### config.mk
export PLATFORM = sky130hd
export DESIGN_NAME = muldiv_seq
export DESIGN_NICKNAME = d
export VERILOG_FILES = /design/src/rtl/muldiv_seq.sv
export SDC_FILE = /design/constraint.sdc
export NUM_CORES = 2
export LEC_CHECK = 0
export CAP_MARGIN = 15
export CELL_PAD_IN_SITES_DETAIL_PLACEMENT = 1
export CELL_PAD_IN_SITES_GLOBAL_PLACEMENT = 2
export CORE_MARGIN = 5
export CORE_UTILIZATION = 37
export CTS_CLUSTER_DIAMETER = 60
export DETAILED_ROUTE_END_ITERATION = 6
export DONT_BUFFER_PORTS = 1
export PLACE_DENSITY_LB_ADDON = 0.1
export REMOVE_ABC_BUFFERS = 1
export SLEW_MARGIN = 20
export SYNTH_ARGS = -nofsm -noshare
export SYNTH_HDL_FRONTEND = slang
export SYNTH_SLANG_ARGS = --single-unit
### constraint.sdc
create_clock -name clk -period 22.9 [get_ports clk]
set_input_delay 4.58 -clock clk [delete_from_list [all_inputs] [get_ports clk]]
set_output_delay 4.58 -clock clk [all_outputs]
set_load 0.01 [all_outputs]
### src/rtl/muldiv_seq.sv
`default_nettype none
// =============================================================================
// Module   : muldiv_seq
// Brief    : Multi-cycle M-extension unit; radix-2 shift-add multiply and
//            restoring divide on a shared sequencer. Optional macro
//            MULDIV_FAST_MUL_EN gives single-cycle multiply in FIX.
// Revision : 1.0 - initial release
// =============================================================================
module muldiv_seq #(
    parameter int XLEN = 64
) (
    input  logic            clk,
    input  logic            rst,
    input  logic            flush,
    input  logic            in_valid,
    output logic            in_ready,
    input  logic [4:0]      alu_op,
    input  logic [XLEN-1:0] operator_1,
    input  logic [XLEN-1:0] operator_2,
    output logic            out_valid,
    input  logic            out_ready,
    output logic [XLEN-1:0] result
);
    localparam int c_HALF = XLEN / 2;
    localparam int c_DW   = 2 * XLEN;
    localparam int c_CW   = $clog2(XLEN);
    localparam logic [XLEN-1:0]   c_MIN  = {1'b1, {(XLEN-1){1'b0}}};
    localparam logic [c_HALF-1:0] c_MINH = {1'b1, {(c_HALF-1){1'b0}}};

    localparam logic [4:0] c_ALU_MUL    = 5'h10;
    localparam logic [4:0] c_ALU_MULH   = 5'h11;
    localparam logic [4:0] c_ALU_MULHSU = 5'h12;
    localparam logic [4:0] c_ALU_MULHU  = 5'h13;
    localparam logic [4:0] c_ALU_DIV    = 5'h14;
    localparam logic [4:0] c_ALU_DIVU   = 5'h15;
    localparam logic [4:0] c_ALU_REM    = 5'h16;
    localparam logic [4:0] c_ALU_REMU   = 5'h17;
    localparam logic [4:0] c_ALU_MULW   = 5'h18;
    localparam logic [4:0] c_ALU_DIVW   = 5'h1C;
    localparam logic [4:0] c_ALU_DIVUW  = 5'h1D;
    localparam logic [4:0] c_ALU_REMW   = 5'h1E;
    localparam logic [4:0] c_ALU_REMUW  = 5'h1F;

    typedef enum logic [1:0] {IDLE = 2'd0, CALC = 2'd1, FIX = 2'd2, DONE = 2'd3} state_t;

    state_t            r_state;
    logic [c_CW-1:0]   r_count;
    logic              r_isMul, r_isW, r_isRem, r_hiSel, r_resNeg;
    logic [c_DW-1:0]   r_acc, r_mcand;
    logic [XLEN-1:0]   r_mplier, r_quo, r_rem, r_div;

    logic              w_isM, w_isMul, w_isW, w_isRem, w_hiSel, w_s1Signed, w_s2Signed;
    logic [XLEN-1:0]   w_op1, w_op2, w_mag1, w_mag2, w_sextLo1, w_special;
    logic              w_neg1, w_neg2, w_div0, w_ovf, w_specialCase;

    always_comb begin
        w_isM = 1'b1; w_isMul = 1'b0; w_isW = 1'b0; w_isRem = 1'b0;
        w_hiSel = 1'b0; w_s1Signed = 1'b0; w_s2Signed = 1'b0;
        case (alu_op)
            c_ALU_MUL:    w_isMul = 1'b1;
            c_ALU_MULH:   begin w_isMul = 1'b1; w_hiSel = 1'b1; w_s1Signed = 1'b1; w_s2Signed = 1'b1; end
            c_ALU_MULHSU: begin w_isMul = 1'b1; w_hiSel = 1'b1; w_s1Signed = 1'b1; end
            c_ALU_MULHU:  begin w_isMul = 1'b1; w_hiSel = 1'b1; end
            c_ALU_MULW:   begin w_isMul = 1'b1; w_isW = 1'b1; end
            c_ALU_DIV:    begin w_s1Signed = 1'b1; w_s2Signed = 1'b1; end
            c_ALU_DIVU:   ;
            c_ALU_REM:    begin w_isRem = 1'b1; w_s1Signed = 1'b1; w_s2Signed = 1'b1; end
            c_ALU_REMU:   w_isRem = 1'b1;
            c_ALU_DIVW:   begin w_isW = 1'b1; w_s1Signed = 1'b1; w_s2Signed = 1'b1; end
            c_ALU_DIVUW:  w_isW = 1'b1;
            c_ALU_REMW:   begin w_isW = 1'b1; w_isRem = 1'b1; w_s1Signed = 1'b1; w_s2Signed = 1'b1; end
            c_ALU_REMUW:  begin w_isW = 1'b1; w_isRem = 1'b1; end
            default:      w_isM = 1'b0;
        endcase
    end

    // Operand preparation: W narrowing, then sign/magnitude split.
    always_comb begin
        w_op1 = operator_1;
        w_op2 = operator_2;
        if (w_isW) begin
            w_op1 = {{c_HALF{w_s1Signed & operator_1[c_HALF-1]}}, operator_1[c_HALF-1:0]};
            w_op2 = {{c_HALF{w_s2Signed & operator_2[c_HALF-1]}}, operator_2[c_HALF-1:0]};
        end
        w_neg1    = w_s1Signed & w_op1[XLEN-1];
        w_neg2    = w_s2Signed & w_op2[XLEN-1];
        w_mag1    = w_neg1 ? -w_op1 : w_op1;
        w_mag2    = w_neg2 ? -w_op2 : w_op2;
        w_sextLo1 = {{c_HALF{operator_1[c_HALF-1]}}, operator_1[c_HALF-1:0]};
        w_div0    = w_isM & ~w_isMul & (w_op2 == '0);
        w_ovf     = w_isM & ~w_isMul & w_s2Signed &
                    (w_isW ? (operator_1[c_HALF-1:0] == c_MINH && operator_2[c_HALF-1:0] == '1)
                           : (operator_1 == c_MIN && operator_2 == '1));
        w_specialCase = ~w_isM | w_div0 | w_ovf;
        if (!w_isM)       w_special = '0;
        else if (w_div0)  w_special = w_isRem ? (w_isW ? w_sextLo1 : operator_1) : '1;
        else if (w_isRem) w_special = '0;
        else              w_special = w_isW ? {{c_HALF{1'b1}}, c_MINH} : c_MIN;
    end

    logic [XLEN:0]     w_remSh, w_diff;
    logic [c_CW-1:0]   w_lastCount;
    logic [c_DW-1:0]   w_mulFull, w_mulSigned;
    logic [XLEN-1:0]   w_divRaw, w_divSigned, w_low, w_fixResult;

    assign w_remSh     = {r_rem, r_quo[XLEN-1]};
    assign w_diff      = w_remSh - {1'b0, r_div};
    assign w_lastCount = r_isW ? c_CW'(c_HALF - 1) : c_CW'(XLEN - 1);

`ifdef MULDIV_FAST_MUL_EN
    assign w_mulFull = c_DW'(r_mcand[XLEN-1:0]) * c_DW'(r_mplier);
`else
    assign w_mulFull = r_acc;
`endif
    assign w_mulSigned = r_resNeg ? -w_mulFull : w_mulFull;
    assign w_divRaw    = r_isRem ? r_rem : r_quo;
    assign w_divSigned = r_resNeg ? -w_divRaw : w_divRaw;
    assign w_low       = r_isMul ? (r_hiSel ? w_mulSigned[c_DW-1:XLEN] : w_mulSigned[XLEN-1:0])
                                 : w_divSigned;
    assign w_fixResult = r_isW ? {{c_HALF{w_low[c_HALF-1]}}, w_low[c_HALF-1:0]} : w_low;

    always_ff @(posedge clk) begin
        if (rst) begin
            r_state   <= IDLE;
            in_ready  <= 1'b1;
            out_valid <= 1'b0;
            result    <= '0;
            r_count   <= '0;
        end else if (flush) begin
            r_state   <= IDLE;
            in_ready  <= 1'b1;
            out_valid <= 1'b0;
        end else begin
            case (r_state)
                IDLE: if (in_valid) begin
                    in_ready <= 1'b0;
                    r_count  <= '0;
                    r_isMul  <= w_isMul;
                    r_isW    <= w_isW;
                    r_isRem  <= w_isRem;
                    r_hiSel  <= w_hiSel;
                    r_resNeg <= w_isRem ? w_neg1 : (w_neg1 ^ w_neg2);
                    r_acc    <= '0;
                    r_mcand  <= c_DW'(w_mag1);
                    r_mplier <= w_mag2;
                    // W dividends are left-aligned so the MSB feed is the same for both widths.
                    r_quo    <= w_isW ? {w_mag1[c_HALF-1:0], {c_HALF{1'b0}}} : w_mag1;
                    r_rem    <= '0;
                    r_div    <= w_mag2;
                    if (w_specialCase) begin
                        result    <= w_special;
                        out_valid <= 1'b1;
                        r_state   <= DONE;
                    end
`ifdef MULDIV_FAST_MUL_EN
                    else if (w_isMul) r_state <= FIX;
`endif
                    else r_state <= CALC;
                end
                CALC: begin
                    if (r_isMul) begin
                        if (r_mplier[0]) r_acc <= r_acc + r_mcand;
                        r_mcand  <= r_mcand << 1;
                        r_mplier <= r_mplier >> 1;
                    end else begin
                        r_rem <= w_diff[XLEN] ? w_remSh[XLEN-1:0] : w_diff[XLEN-1:0];
                        r_quo <= {r_quo[XLEN-2:0], ~w_diff[XLEN]};
                    end
                    r_count <= r_count + 1'b1;
                    if (r_count == w_lastCount) r_state <= FIX;
                end
                FIX: begin
                    result    <= w_fixResult;
                    out_valid <= 1'b1;
                    r_state   <= DONE;
                end
                DONE: if (out_ready) begin
                    out_valid <= 1'b0;
                    in_ready  <= 1'b1;
                    r_state   <= IDLE;
                end
                default: r_state <= IDLE;
            endcase
        end
    end
endmodule
`default_nettype wire
# Word-level counts from Yosys, hierarchy flattened
# Index checks and enable logic that the tools add are counted.
dict set report word_totals {
  inputBits 138
  wordCells 153
  rom_bits 0
  memories 0
  latch_bits 0
  ramBits 0
  reg_bits 591
}
dict set report classes {
  mux 61
  order_cmp 0
  bitwise_logic 16
  n_addsub 7
  div_mod_pow 0
  shift 0
  n_eq_ne 28
  multipliers 0
  n_reduce_logical 25
}
# cell count
set ops {}
lappend ops {{$mux W64} 24}
lappend ops {{$mux W128} 6}
lappend ops {{$pmux W128 S2} 2}
lappend ops {{$pmux W64 S2} 4}
lappend ops {{$neg A64 Y64} 3}
lappend ops {{$add A128 B128 Y128} 1}
lappend ops {{$eq A64 B64 Y1 const B} 2}
lappend ops {{$neg A128 Y128} 1}
lappend ops {{$eq A5 B5 Y1 const B} 13}
lappend ops {{$sub A65 B64 Y65} 1}
lappend ops {{$eq A32 B32 Y1 const B} 2}
lappend ops {{$logic_not A64 Y1} 1}
lappend ops {{$mux W63} 1}
lappend ops {{$reduce_or A5 Y1} 3}
lappend ops {{$mux W1} 14}
lappend ops {{$ne A2 B2 Y1 const B} 7}
lappend ops {{$reduce_or A13 Y1} 1}
lappend ops {{$mux W6} 2}
lappend ops {{$pmux W6 S2} 1}
lappend ops {{$reduce_and A4 Y1} 3}
lappend ops {{$reduce_and A5 Y1} 2}
lappend ops {{$reduce_and A3 Y1} 3}
lappend ops {{$and A1 B1 Y1} 8}
lappend ops {{$mux W2} 4}
lappend ops {{19 further kinds} 28}

# Depth between registers and ports, before layout
dict set report logic_depth {
  word_depth 12
  ltp_mapped 24
  depth_no_buf 14
}

# Least setup slack after synthesis
# Ideal clock, no wire load.
dict set report synth_timing {
  kind {input to register}
  startpoint {in flush}
  endpoint {reg r_acc[0] (enable)}
  t_arrival_ns 22.834
  cell_stages 5
  setup_slack_ns -0.432
  setup_ns 0.498
  path_buffers 1
  path_cell_list {clkbuf_1 nor2b_1 o21ai_1 a211oi_1 o21a_1}
}
dict set report synth_between {
  elab_chain_cells 2
}
# item line_no
set synth_rtl {}
lappend synth_rtl {{start: declaration} 14} ;# input logic flush,
lappend synth_rtl {{$not A1 Y1 (no line)} n/a}
lappend synth_rtl {{$reduce_and A6 Y1 (no line)} n/a}
lappend synth_rtl {{end signal: assignment} 162} ;# if (r_mplier[0]) r_acc <= r_acc + r_mcand;
lappend synth_rtl {{end: declaration} 49} ;# logic [c_DW-1:0] r_acc, r_mcand;
# No other way between the ends.
# A chain may end at the register's enable or synchronous reset.

# Final worst setup path
dict set report layout_timing {
  startpoint {in operator_2[3]}
  endpoint {reg r_mplier[57] (data pin)}
}
dict set report layout_between {
  elab_chain_cells 5
}
# item line_no
set layout_rtl {}
lappend layout_rtl {{start: declaration} 19} ;# input logic [XLEN-1:0] operator_2,
lappend layout_rtl {{$mux W64} 81} ;# if (w_isW) begin
lappend layout_rtl {{$neg A64 Y64} 88} ;# w_mag2 = w_neg2 ? -w_op2 : w_op2;
lappend layout_rtl {{$mux W64} 88}
lappend layout_rtl {{via w_mag2[57]} 53} ;# logic [XLEN-1:0] w_op1, w_op2, w_mag1, w_mag2, w_sextLo1, w_special;
lappend layout_rtl {{$mux W64} 135} ;# IDLE: if (in_valid) begin
lappend layout_rtl {{$pmux W64 S2} 134} ;# case (r_state)
lappend layout_rtl {{end signal: assignment} 145} ;# r_mplier <= w_mag2;
lappend layout_rtl {{end signal: assignment} 164} ;# r_mplier <= r_mplier >> 1;
lappend layout_rtl {{end: declaration} 50} ;# logic [XLEN-1:0] r_mplier, r_quo, r_rem, r_div;
# The timed path passes the listed nets, and every way through them passes these cells. The select of a mux whose other input is x is not followed.

==> flow_summary_export.csv <==
group,metric,value,unit
worst_setup_path,path_buf_inv,0,
job,cap_viol_max_count,0,
final_layout,seqCellArea,0.0170,mm2
sta,setup_violations,0,
global_routing,grt_pass1_vias,43152,
global_routing,grt_use_total,0.309,
cts,cts_sinks,591,
cts,numCtsBuffers,94,
synth,synthMuxAreaShare,0.0567,
cts,cts_root_buf,"clkbuf_16",
placement,gp_congestion,0.957,
cts,hold_buffers,0,
synth,synthCells,5499,
final_layout,areaGrowthSynthToFinish,10.3,%
worst_setup_path,critPathSlowestCell,"nor4_1",
worst_setup_path,start_kind,"input port",
pwr,p_leak,18.3,nW
final_layout,layout_commonest_cell,"nor2_1",
synth,synth_simple_gate_area_frac,0.198,
route,wl_per_cell,30.6,um
cts,path_clk_slew,0.06,ns
worst_setup_path,crit_path_frequent_cell,"o21ai_1",
synth,yosys_most_used_dff,"edfxtp_1",
placement,placed_cells,6903,
final_layout,multi_input_area,0.0281,mm2
synth,synth_cell_type_count,92,
die,start_util,0.373,
placement,dp_hpwl,169000,um
die,core_area,0.126,mm2
synth,synth_area,0.0469,mm2
sta,hold_violations,0,
synth,synth_edf_count,517,
synth,synth-seq-cells,591,
final_layout,mostFrequentLayoutCells,"nor2_1, edfxtp_1, a21oi_1, nand2_1, o21ai_0",
worst_setup_path,worstSetupPathType,"input port to flip-flop",
worst_setup_path,cp_max_fo,8,
cts,htree_levels,3,
route,top_layer,"met5",
route,met3_length,20400,um
sta,slew_violations,0,
final_layout,layout.cells.non_filler,7089,
route,wl_met2,90500,um
min_path,hold_class,"flip-flop to flip-flop",
worst_setup_path,crit_chain,"or4_1 > nor4_1 > nand3b_1 > nor2_1 > o2111ai_1 > o21bai_1 > o21ai_1 > a211o_1 > o21ai_1 > mux2_2",
synth,synth_compound_area_frac,0.219,
die,die_y,366,um
global_routing,grt.overflow.total,0,
die,ios,204,
route,drt_iter0_markers,4457,
final_layout,design_area,0.0518,mm2
route,drc,0,
synth,synth_warnings,0,
sta,finClkSkew,0.0305,ns
route,vias_per_cell,6.33,
placement,dpl_cell_area,0.0485,mm2
final_layout,nFillCells,14639,
worst_setup_path,max_stage_delay,0.82,ns
synth,synthAdderAreaFrac,0.0544,
placement,io_buffers,0,
worst_setup_path,critPathArrivalTime,8.95,ns
final_layout,drive_gt1_frac,0.0761,
synth,synth.avg_cell_area,8.53,um2
synth,synth_top_family_by_area,"compound AO/OA/AOI/OAI gates",
global_routing,grt_pass1_wl,311000,um
route,ant_nets,0,
die,dieArea,0.134,mm2
die,rows,130,
cts,cts_tree,"done",
synth,async_flop_share,0,
sta,timing.setup.tns,0,ns
route,wirelength,217000,um
worst_setup_path,endpoint_kind,"flip-flop",
final_layout,nNetsFinal,5690,
global_routing,grt_antenna_before_repair,12,
cts,post-cts-setup-buffers,0,
worst_setup_path,worstPathRequired,23.36,ns
status,outcome,"completed",
synth,synth_xor_xnor_area_share,0.0683,
route,vias,44840,
route,dr.pass1.iters,6,
worst_setup_path,rrSetupSlack,17.12,ns
sta,worst_pin_slew,1.19,ns
cts,worstSkewPairLatency,0.72,ns
worst_setup_path,critPathTopFamily,"simple AND/OR/NAND/NOR gates",
sta,worst_hold_slack,0.494,ns
cts,cts_resized,0,
sta,relSlewSlack,0.201,
route,drt-met1-wl,101000,um
pwr,irDropWorstVdd,54.0,uV
global_routing,grt_max_degree,129,
sta,rsz0062_at_grt,"no",
synth,synth.yosys.seq_area_share,0.362,
sta,fin_crit_sh,0.371,
sta,period_minus_slack,8.50,ns
cts,cts.path.max_buffers,3,
die,fp.dieW,366,um
sta,max_freq,0.118,GHz
pwr,p_per_area,67.8,mW/mm2
synthesized netlist by cell type, types with 15 or more instances:
library cell	count	area [um2]
nor4_1	68	425
nand3_1	90	450
o41ai_1	33	289
o21bai_1	63	473
nand4_1	120	751
nand2_1	516	1940
mux2_2	98	1100
o21ai_1	22	110
o311ai_0	15	131
and2_1	86	538
o21ai_0	392	1960
buf_1	26	97.6
ha_1	201	2510
or4_1	45	338
a21boi_0	21	158
or3_1	48	300
xnor2_1	215	1880
a22o_1	30	263
nand2b_1	48	300
nor2b_1	30	188
o21a_1	30	225
a31oi_1	63	394
edfxtp_1	517	15500
o31ai_1	83	623
dfxtp_1	74	1480
nor3_1	182	911
nand3b_1	16	120
mux2i_1	149	1490
and3_1	19	119
xor2_1	151	1320
a221oi_1	17	149
or2_2	32	200
o22ai_1	41	257
inv_1	169	634
a21o_1	87	653
nor2_1	573	2150
nor3b_1	24	180
o211ai_1	36	270
a211oi_1	63	473
a21oi_1	518	2590
clkbuf_1	288	1080
layout make-up:
type,count,share of cell area
Inverter,173,0.0127
Antenna cell,9,0.000435
Sequential cell,591,0.329
Tap cell,1650,0.0399
Timing Repair Buffer,81,0.0122
Clock buffer,119,0.0507
Multi-Input combinational cell,4408,0.543
Clock inverter,58,0.0121
state kept, by name (all words and copies together) (netlist names), 2 cells and up:
signal / cells
result: 64
r_quo: 64
r_div: 64
r_acc: 128
r_state: 2
r_count: 6
r_rem: 64
r_mplier: 64
r_mcand: 128
worst min-delay path, stage by stage, from the launching register on:
cell and delay [ns]:
edfxtp_1 0.32, nand2_1 0.05, nand2_1 0.04
path summary, 6_finish.rpt:
kind	from	end	depth (start not counted)
worst min-delay path	r_mplier[35]	r_mplier[34]	2
worst min register to register	r_mplier[35]	r_mplier[34]	2
worst max register to register	r_acc[42]	result[60]	12
worst max-delay path	operator_2[3]	r_mplier[57]	10
kinds of logic (layout without fill, tap and decap cells):
family	count (synthesis)	count (layout)
multiplexers	250	250
AND/OR/NAND/NOR	1939	1939
buffers and inverters	500	431
other	0	9
flip-flops	591	591
AO/OA/AOI/OAI	1650	1650
adder cells (fa/ha/maj)	203	203
XOR/XNOR	366	366
where the power goes:
group / switching (mW) / internal [mW] / leakage [nW]
Clock: 0.608 / 0.904 / 1.58
Sequential: 0.0755 / 1.25 / 5.42
Combinational: 0.439 / 0.233 / 11.3
Total: 1.12 / 2.39 / 18.3
per-layer routing:
layer	global-route usage	vias to the layer above
met3	0.0865	228
li1	-	20231
met2	0.455	1547
met4	0.0704	2
met5	0	-
met1	0.450	22832
through the flow:
| stage | setup slack [ns] | util | total power [mW] |
|---|---|---|---|
| after floorplan | -0.545 | - | 1.78 |
| after global placement | 13.92 | 0.385 | 2.00 |
| after detailed placement | 13.86 | 0.385 | 2.00 |
| after CTS | 14.56 | 0.411 | 3.52 |
| after global routing | 14.28 | 0.411 | 3.64 |
| final | 14.40 | 0.411 | 3.51 |
No activity file was read; power rests on OpenSTA's default activity.
